--- src/rtl/instruction_fetch.sv ---
// Fetch stage: one outstanding instruction-memory read at a time, returned words buffered
// in a 2-entry FIFO with their fetch address. Flush discards buffered and in-flight words.
module instruction_fetch #(
  parameter int WORD_SIZE = 32
) (
  input  logic                 clock,
  input  logic                 reset_n,
  input  logic                 fetch_enable,
  input  logic                 flush,
  input  logic [WORD_SIZE-1:0] pc,
  output logic                 pc_update_enable,
  output logic [WORD_SIZE-1:0] pc_value,
  output logic                 mem_req_valid,
  input  logic                 mem_req_ready,
  output logic [WORD_SIZE-1:0] mem_addr,
  input  logic                 mem_resp_valid,
  input  logic [WORD_SIZE-1:0] mem_resp_data,
  output logic                 instr_valid,
  input  logic                 instr_ready,
  output logic [WORD_SIZE-1:0] instr_data,
  output logic [WORD_SIZE-1:0] instr_pc,
  output logic [1:0]           state_dbg
);

  localparam int FIFO_DEPTH = 2;

  typedef enum logic [1:0] {
    IDLE  = 2'd0,
    WAIT  = 2'd1,
    DRAIN = 2'd2
  } state_t;

  state_t               state_q, state_d;
  logic                 active_q;
  logic                 flush_d;
  logic                 req_pending_q;
  logic [WORD_SIZE-1:0] tag_q;
  logic [WORD_SIZE-1:0] fifo_data [FIFO_DEPTH];
  logic [WORD_SIZE-1:0] fifo_pc   [FIFO_DEPTH];
  logic                 rd_ptr, wr_ptr;
  logic [1:0]           count;
  logic                 have_room, issue_new, req_fire, push, pop;

  // Handshakes: a transfer happens in any cycle where valid & ready are both high. A raised
  // mem_req_valid holds with a stable mem_addr until accepted (only flush retracts it);
  // instr_valid presents the registered FIFO head, consumed by instr_ready.
  always_comb begin
    // Requests only leave IDLE, so no entry is reserved by an outstanding read here.
    have_room     = (count < 2'(FIFO_DEPTH));
    issue_new     = fetch_enable & ~flush_d & have_room;
    mem_req_valid = active_q & (state_q == IDLE) & ~flush & (req_pending_q | issue_new);
    req_fire      = mem_req_valid & mem_req_ready;
    push          = (state_q == WAIT) & mem_resp_valid & ~flush;
    pop           = instr_valid & instr_ready & ~flush;

    state_d = state_q;
    case (state_q)
      IDLE:  if (req_fire) state_d = WAIT;
      WAIT: begin
        if (flush)               state_d = mem_resp_valid ? IDLE : DRAIN;
        else if (mem_resp_valid) state_d = IDLE;
      end
      DRAIN: if (mem_resp_valid) state_d = IDLE;
      default: state_d = IDLE;
    endcase
  end

  assign pc_update_enable = req_fire;
  assign pc_value         = WORD_SIZE'(1);
  assign mem_addr         = pc;
  assign instr_valid      = (count != 2'd0);
  assign instr_data       = fifo_data[rd_ptr];
  assign instr_pc         = fifo_pc[rd_ptr];
  assign state_dbg        = state_q;

  // active_q keeps the request port quiet while reset is held and for the release cycle.
  always_ff @(posedge clock or negedge reset_n) begin
    if (!reset_n) begin
      state_q       <= IDLE;
      active_q      <= 1'b0;
      flush_d       <= 1'b0;
      req_pending_q <= 1'b0;
      tag_q         <= '0;
    end else begin
      state_q       <= state_d;
      active_q      <= 1'b1;
      flush_d       <= flush;
      req_pending_q <= mem_req_valid & ~mem_req_ready;
      if (req_fire) tag_q <= pc;
    end
  end

  always_ff @(posedge clock or negedge reset_n) begin
    if (!reset_n) begin
      for (int i = 0; i < FIFO_DEPTH; i++) begin
        fifo_data[i] <= '0;
        fifo_pc[i]   <= '0;
      end
      rd_ptr <= 1'b0;
      wr_ptr <= 1'b0;
      count  <= 2'd0;
    end else if (flush) begin
      rd_ptr <= 1'b0;
      wr_ptr <= 1'b0;
      count  <= 2'd0;
    end else begin
      if (push) begin
        fifo_data[wr_ptr] <= mem_resp_data;
        fifo_pc[wr_ptr]   <= tag_q;
        wr_ptr            <= ~wr_ptr;
      end
      if (pop) rd_ptr <= ~rd_ptr;
      count <= count + {1'b0, push} - {1'b0, pop};
    end
  end

endmodule

--- config.mk ---
export PLATFORM = sky130hd
export DESIGN_NAME = instruction_fetch
export DESIGN_NICKNAME = d
export VERILOG_FILES = /design/src/rtl/instruction_fetch.sv
export SDC_FILE = /design/constraint.sdc
export NUM_CORES = 1
export LEC_CHECK = 0
export ABC_AREA = 1
export BUFFER_PORTS_ARGS = -buffer_cell sky130_fd_sc_hd__buf_4
export CAP_MARGIN = 0
export CORE_AREA = 2 2 124 126
export CTS_BUF_LIST = sky130_fd_sc_hd__clkbuf_2
export DETAILED_ROUTE_END_ITERATION = 8
export DIE_AREA = 0 0 126 128
export PLACE_DENSITY = 0.89
export SLEW_MARGIN = 20
export SYNTH_ARGS = -nofsm -noshare
export SYNTH_HDL_FRONTEND = slang
export SYNTH_SLANG_ARGS = --single-unit
--- constraint.sdc ---
create_clock -name clock -period 1.75 [get_ports clock]
set_clock_uncertainty 0.1 [all_clocks]
set_input_delay 0.2625 -clock clock [delete_from_list [all_inputs] [get_ports clock]]
set_output_delay 0.2625 -clock clock [all_outputs]
set_load 0.01 [all_outputs]
# --- After elaboration in Yosys (flattened, before gate mapping) ---
# Cells that the tools add are included.
classes:
  n_bitwise: 19
  n_eq_ne: 3
  reduce_logical: 6
  n_mux: 20
  magnitude_cmp: 4
  add_sub_neg: 2
ops:
  columns: ["operator", "count"]
  rows:
  - ["2-to-1 mux 32 bit", 7]
  - ["bitwise mux 64 bit", 2]
  - ["demux 32 bit (select 1 bit)", 1]
  - ["AND 1 bit", 11]
  - ["2-to-1 mux 2 bit", 5]
  - ["case mux 2 bit (3 select lines)", 1]
  - ["nonzero test 2 bit", 3]
  - ["NOT 1 bit", 5]
  - [">= comparator 2 bit (second input constant)", 2]
  - ["2-to-1 mux 1 bit", 4]
  - ["NOT 1 -> 2 bit", 2]
  - ["adder 2 x 1 -> 2 bit", 1]
  - ["== test 2 x 1 -> 1 bit (second input constant)", 1]
  - ["== test 2 bit (second input constant)", 1]
  - ["zero test 2 bit", 1]
  - ["less-than comparator 2 x 1 -> 1 bit (second input constant)", 1]
  - ["less-than comparator 2 bit (second input constant)", 1]
  - ["inequality test 2 bit (second input constant)", 1]
  - ["AND reduction 2 bit", 1]
  - ["subtractor 2 x 1 -> 2 bit", 1]
  - ["logical AND 1 bit", 1]
  - ["bitwise OR 1 bit", 1]
totals:
  inputBits: 71
  elab_cells: 66
  output_inout_bits: 133
  register_bits: 169

# --- Logic depth before layout (Yosys ltp) ---
logic_depth:
  word_depth: 8
  depth_mapped: 9
  mapped_depth_nobuf: 9

# --- Worst setup path after synthesis ---
# No wires, ideal clock.
synth_path:
  kind: "register to register"
  start: "reg count[1]"
  end: "reg count[0]"
  slack_ps: 89
  arrival_time_ps: 1448
  n_path_buf: 0
  required_time_ps: 1537
  setup_ps: 113
  path_stages_with_launch: 9
  period_less_slack_ps: 1661
  path_cell_list: "dfrtp_1 or2_2 nand2_1 nor2_1 ha_1 inv_1 ha_1 inv_1 nor2_1"
synth_between:
  elab_chain_len: 5
synth_rtl:
  columns: ["item", "line_no", "rtl"]
  rows:
  - ["from (decl)", "41", "logic [1:0] count;"]
  - ["from (signal assigned)", "113", "count <= count + {1'b0, push} - {1'b0, pop};"]
  - ["nonzero test 2 bit", "71", "assign instr_valid = (count != 2'd0);"]
  - ["net instr_valid", "18", "output logic instr_valid,"]
  - ["AND 1 bit (2 in a row)", "54", "pop = instr_valid & instr_ready & ~flush;"]
  - ["subtractor 2 x 1 -> 2 bit", "113", null]
  - ["2-to-1 mux 2 bit", "102", "end else if (flush) begin"]
# The timed path passes the listed nets, and every way through them passes these cells.
# A chain may end at the register's enable or synchronous reset.

# --- Worst setup path after layout ---
layout_path:
  start: "reg rd_ptr"
  end: "out instr_data[8]"
layout_between:
  elab_chain_len: 4
layout_rtl:
  columns: ["item", "line_no", "rtl"]
  rows:
  - ["from (decl)", "40", "logic rd_ptr, wr_ptr;"]
  - ["from (signal assigned)", "112", "if (pop) rd_ptr <= ~rd_ptr;"]
  - ["NOT 1 -> 2 bit (not written as such)", "72", "assign instr_data = fifo_data[rd_ptr];"]
  - ["2-to-1 mux 32 bit (not written as such) (3 in a row)", "72", null]
  - ["to (decl)", "20", "output logic [WORD_SIZE-1:0] instr_data,"]
# No other way between the ends. The select of a mux whose other input is x is not followed.

==> reports/metrics.csv <==
stage;metric;value;unit
run_status;status;finished, violations left;
run_status;violations;setup timing;
critical_path;r2r-start;state_dbg[1];
critical_path;critPathSlowestCell;dfrtp_2;
global_routing;grtUsageTotal;0.254;
synthesis;synth_cell_types;25;
critical_path;arrival;2000;ps
clock_network;cts_buffer_depth;2;
synthesis;synth_area_leader_cell;dfrtp_1;
synthesis;async_reset_ff_frac;1.00;
sta;setup_viol;199;
synthesis;synth_cells;952;
layout;fillCellCount;894;
placed_design;place_congestion;0.776;
routing;wl_met1;9820;um
sta;rsz0062_at_grt;yes;
floorplan;dieArea;0.0161;mm^2
sta;period_share;1.35;
routing;vias;7713;
synthesis;synth_edf_count;0;
routing;wl_per_cell;19.0;um
critical_path;crit_path_cell_trace;clkinv_4, buf_12, nand2_1, o21ai_1, buf_4;
sta;max_freq;424;MHz
synthesis;synth_most_common_cell;nand2_1;
synthesis;yosysSeqAreaShare;0.528;
critical_path;cp.depth;5;
sta;slew_viol_final;0;
layout;syn_to_final_growth;42.7;%
sta;fin_crit;2360;ps
routing;dr.max_layer_used;met4;
floorplan;start_util;0.539;
power_and_ir_drop;max-vdd-ir-drop;0.503;mV
hold_path;hp-class;in -> reg;
placed_design;place_inst;1239;
routing;wirelength;26400;um
synthesis;yosys_register_bits;169;
global_routing;grt_pass1_wl;33200;um
power_and_ir_drop;swShare;0.340;
power_and_ir_drop;cellLeakagePower;5.96;nW
critical_path;crit_family;flip-flops;
layout;drive_gt1_frac;0.357;
global_routing;grt_pass1_vias;6913;
synthesis;synth.cells.most_frequent;nand2_1 (332), dfrtp_1 (169), buf_4 (82), inv_1 (71), nand3_1 (66);
floorplan;rows;45;
critical_path;required;1390;ps
layout;final_cells;1389;
routing;wl_met2;13500;um
critical_path;critical_path_class;reg -> out;
routing;drtIter0Drc;779;
placed_design;portBuffers;171;
hold_path;whs_path_depth;4;
power_and_ir_drop;p_switching;3.60;mW
critical_path;crit_buf_inv;3;
critical_path;critPathCaptureType;output pin;
critical_path;cp-startpoint;rd_ptr;
critical_path;r2r_cells;9;
synthesis;synth_top_area_frac;0.528;
synthesis;syn_avg_cell_area;8.42;um^2
power_and_ir_drop;clkPwrFrac;0.205;
routing;drc_errors;0;
synthesis;synth.area.top_cells;dfrtp_1 (53%), nand2_1 (16%), buf_4 (7.7%);
floorplan;die_w;126;um
hold_path;hp-start;mem_resp_data[18];
clock_network;cts_sinks;169;
sta;worst_slack;-610;ps
synthesis;yosysWarnings;0;
synthesis;syn_area;0.00801;mm^2
placed_design;pre_cts_ws;24.4;ps
clock_network;clock-root-buffer;clkbuf_2;
synthesis;synth_ff_type;dfrtp_1;
critical_path;cpPeakStageDelay;530;ps
critical_path;cp-start-kind;flip-flop;
global_routing;grt.overflow.total;0;
critical_path;crit_fanout;15;
floorplan;core_area;0.0149;mm^2
power_and_ir_drop;p_comb_frac;0.307;
global_routing;grt_max_degree;79;
clock_network;clk_latency;750;ps
floorplan;die_h;128;um
routing;ant_nets;0;
clock_network;clkTransAtPathRegs;240;ps
power_and_ir_drop;internal_power;6.98;mW
layout;final_nets;1260;
power_and_ir_drop;power_frac_seq;0.488;
routing;wl_met3;2210;um
clock_network;cts_made_buffers;17;
clock_network;htreeDepth;4;
placed_design;place_hpwl;12400;um
routing;drt_pre_antenna_iters;7;
global_routing;antenna_found_initial;1;
floorplan;ioPinCount;204;
routing;viasPerCell;5.55;
sta;hold_viol_final;0;
clock_network;cts_tree;yes;
power_and_ir_drop;p_per_area;925;mW/mm^2
job;drv_cap;0;
[worst reg2reg max path, stage by stage (launching register included)]
cell and delay [ps]:
dfrtp_1 460, buf_6 120, buf_6 100, buf_6 110, nor2_4 140, nand2_4 90
nor2_4 270, buf_12 280, nand2_1 150, o21ai_1 110
[cell type report]
type                       count  area, um^2  share of cell area
tap                          188         235              0.0206
timing repair buffer         310        3130               0.274
clock inverter                13         154              0.0135
clock buffer                  19        95.1             0.00832
inverter                      73         282              0.0246
multi-input combinational    615        3290               0.288
timing repair inverter         1        8.76            0.000766
sequential                   169        4230               0.370
antenna                        1        2.50            0.000219
[cells in the final DEF (no fill, tap or decap), types with 2 or more instances in the layout]
master,n
a21oi_1,2
buf_12,18
buf_16,2
buf_4,182
buf_6,18
bufinv_16,3
clkbuf_16,16
clkbuf_2,19
clkinv_1,3
clkinv_4,3
clkinvlp_4,4
conb_1,33
dfrtp_1,168
dlygate4sd3_1,73
ha_1,2
inv_1,67
inv_2,5
nand2_1,260
nand2_2,60
nand2_4,13
nand2_8,2
nand3_1,61
nand3_2,5
nand4_1,32
nor2_1,8
nor2_4,3
o21ai_0,2
o21ai_1,59
o21ai_2,66
o21ai_4,2
[final timing paths]
| check | to | slack [ps] |
|---|---|---|
| setup / recovery | instr_data[8] | -610 |
| hold / removal | fifo_data[18] | 180 |
| setup reg to reg | fifo_pc[9] | -260 |
| hold reg to reg | fifo_data[52] | 400 |
| max in group asynchronous | fifo_pc[32] | 500 |
| min in group asynchronous | fifo_data[23] | 430 |
[flip-flops by register name, indices dropped and copies added, names as in the netlist]
register,cells
fifo_data,64
fifo_pc,64
tag_q,32
count,2
state_dbg,2
active_q,1
flush_d,1
rd_ptr,1
req_pending_q,1
wr_ptr,1
[power by group through the flow]
stage / registers (mW) / logic, mW / clock network [mW]
floorplan: 5.02 / 1.48 / 0
global placement: 5.09 / 2.42 / 0
detailed placement: 5.13 / 2.51 / 0
CTS: 5.05 / 2.78 / 2.19
global route: 5.24 / 3.54 / 2.36
finish: 5.16 / 3.25 / 2.17
[routing by layer]
metal,vias up,GRT usage
met3,85,0.0422
met2,443,0.440
met4,0,0.104
met5,-,0
li1,3414,-
met1,3771,0.319
[metrics by stage]
| step | area, um^2 | TNS, ps | total power [mW] | hold slack (ps) | util |
|---|---|---|---|---|---|
| after floorplan | 8130 | 0 | 6.50 | -133 | - |
| after detailed placement | 9070 | 0 | 7.64 | 125 | 0.610 |
| after global routing | 11400 | -69010 | 11.1 | 109 | 0.769 |
| after CTS | 10300 | -32620 | 10.0 | 107 | 0.691 |
| final | 11400 | -51730 | 10.6 | 181 | 0.769 |
| after global placement | 9070 | 0 | 7.51 | 124 | 0.610 |
[cell families after synthesis]
family,synth area share
XOR/XNOR,0.00109
AND/OR/NAND/NOR,0.238
buffers and inverters,0.147
AO/OA/AOI/OAI,0.0818
other,0.000937
adder cells (fa/ha/maj),0.00312
flip-flops,0.528
[repair_timing]
action,CTS,global route
endpoints found under the setup margin,70,114
buffers inserted,9,10
pin swaps,7,12
resized for setup,89,174
gates cloned,1,25
hold buffers,73,0
hold endpoints to repair,314,0
Power figures use the tool's default switching activity.
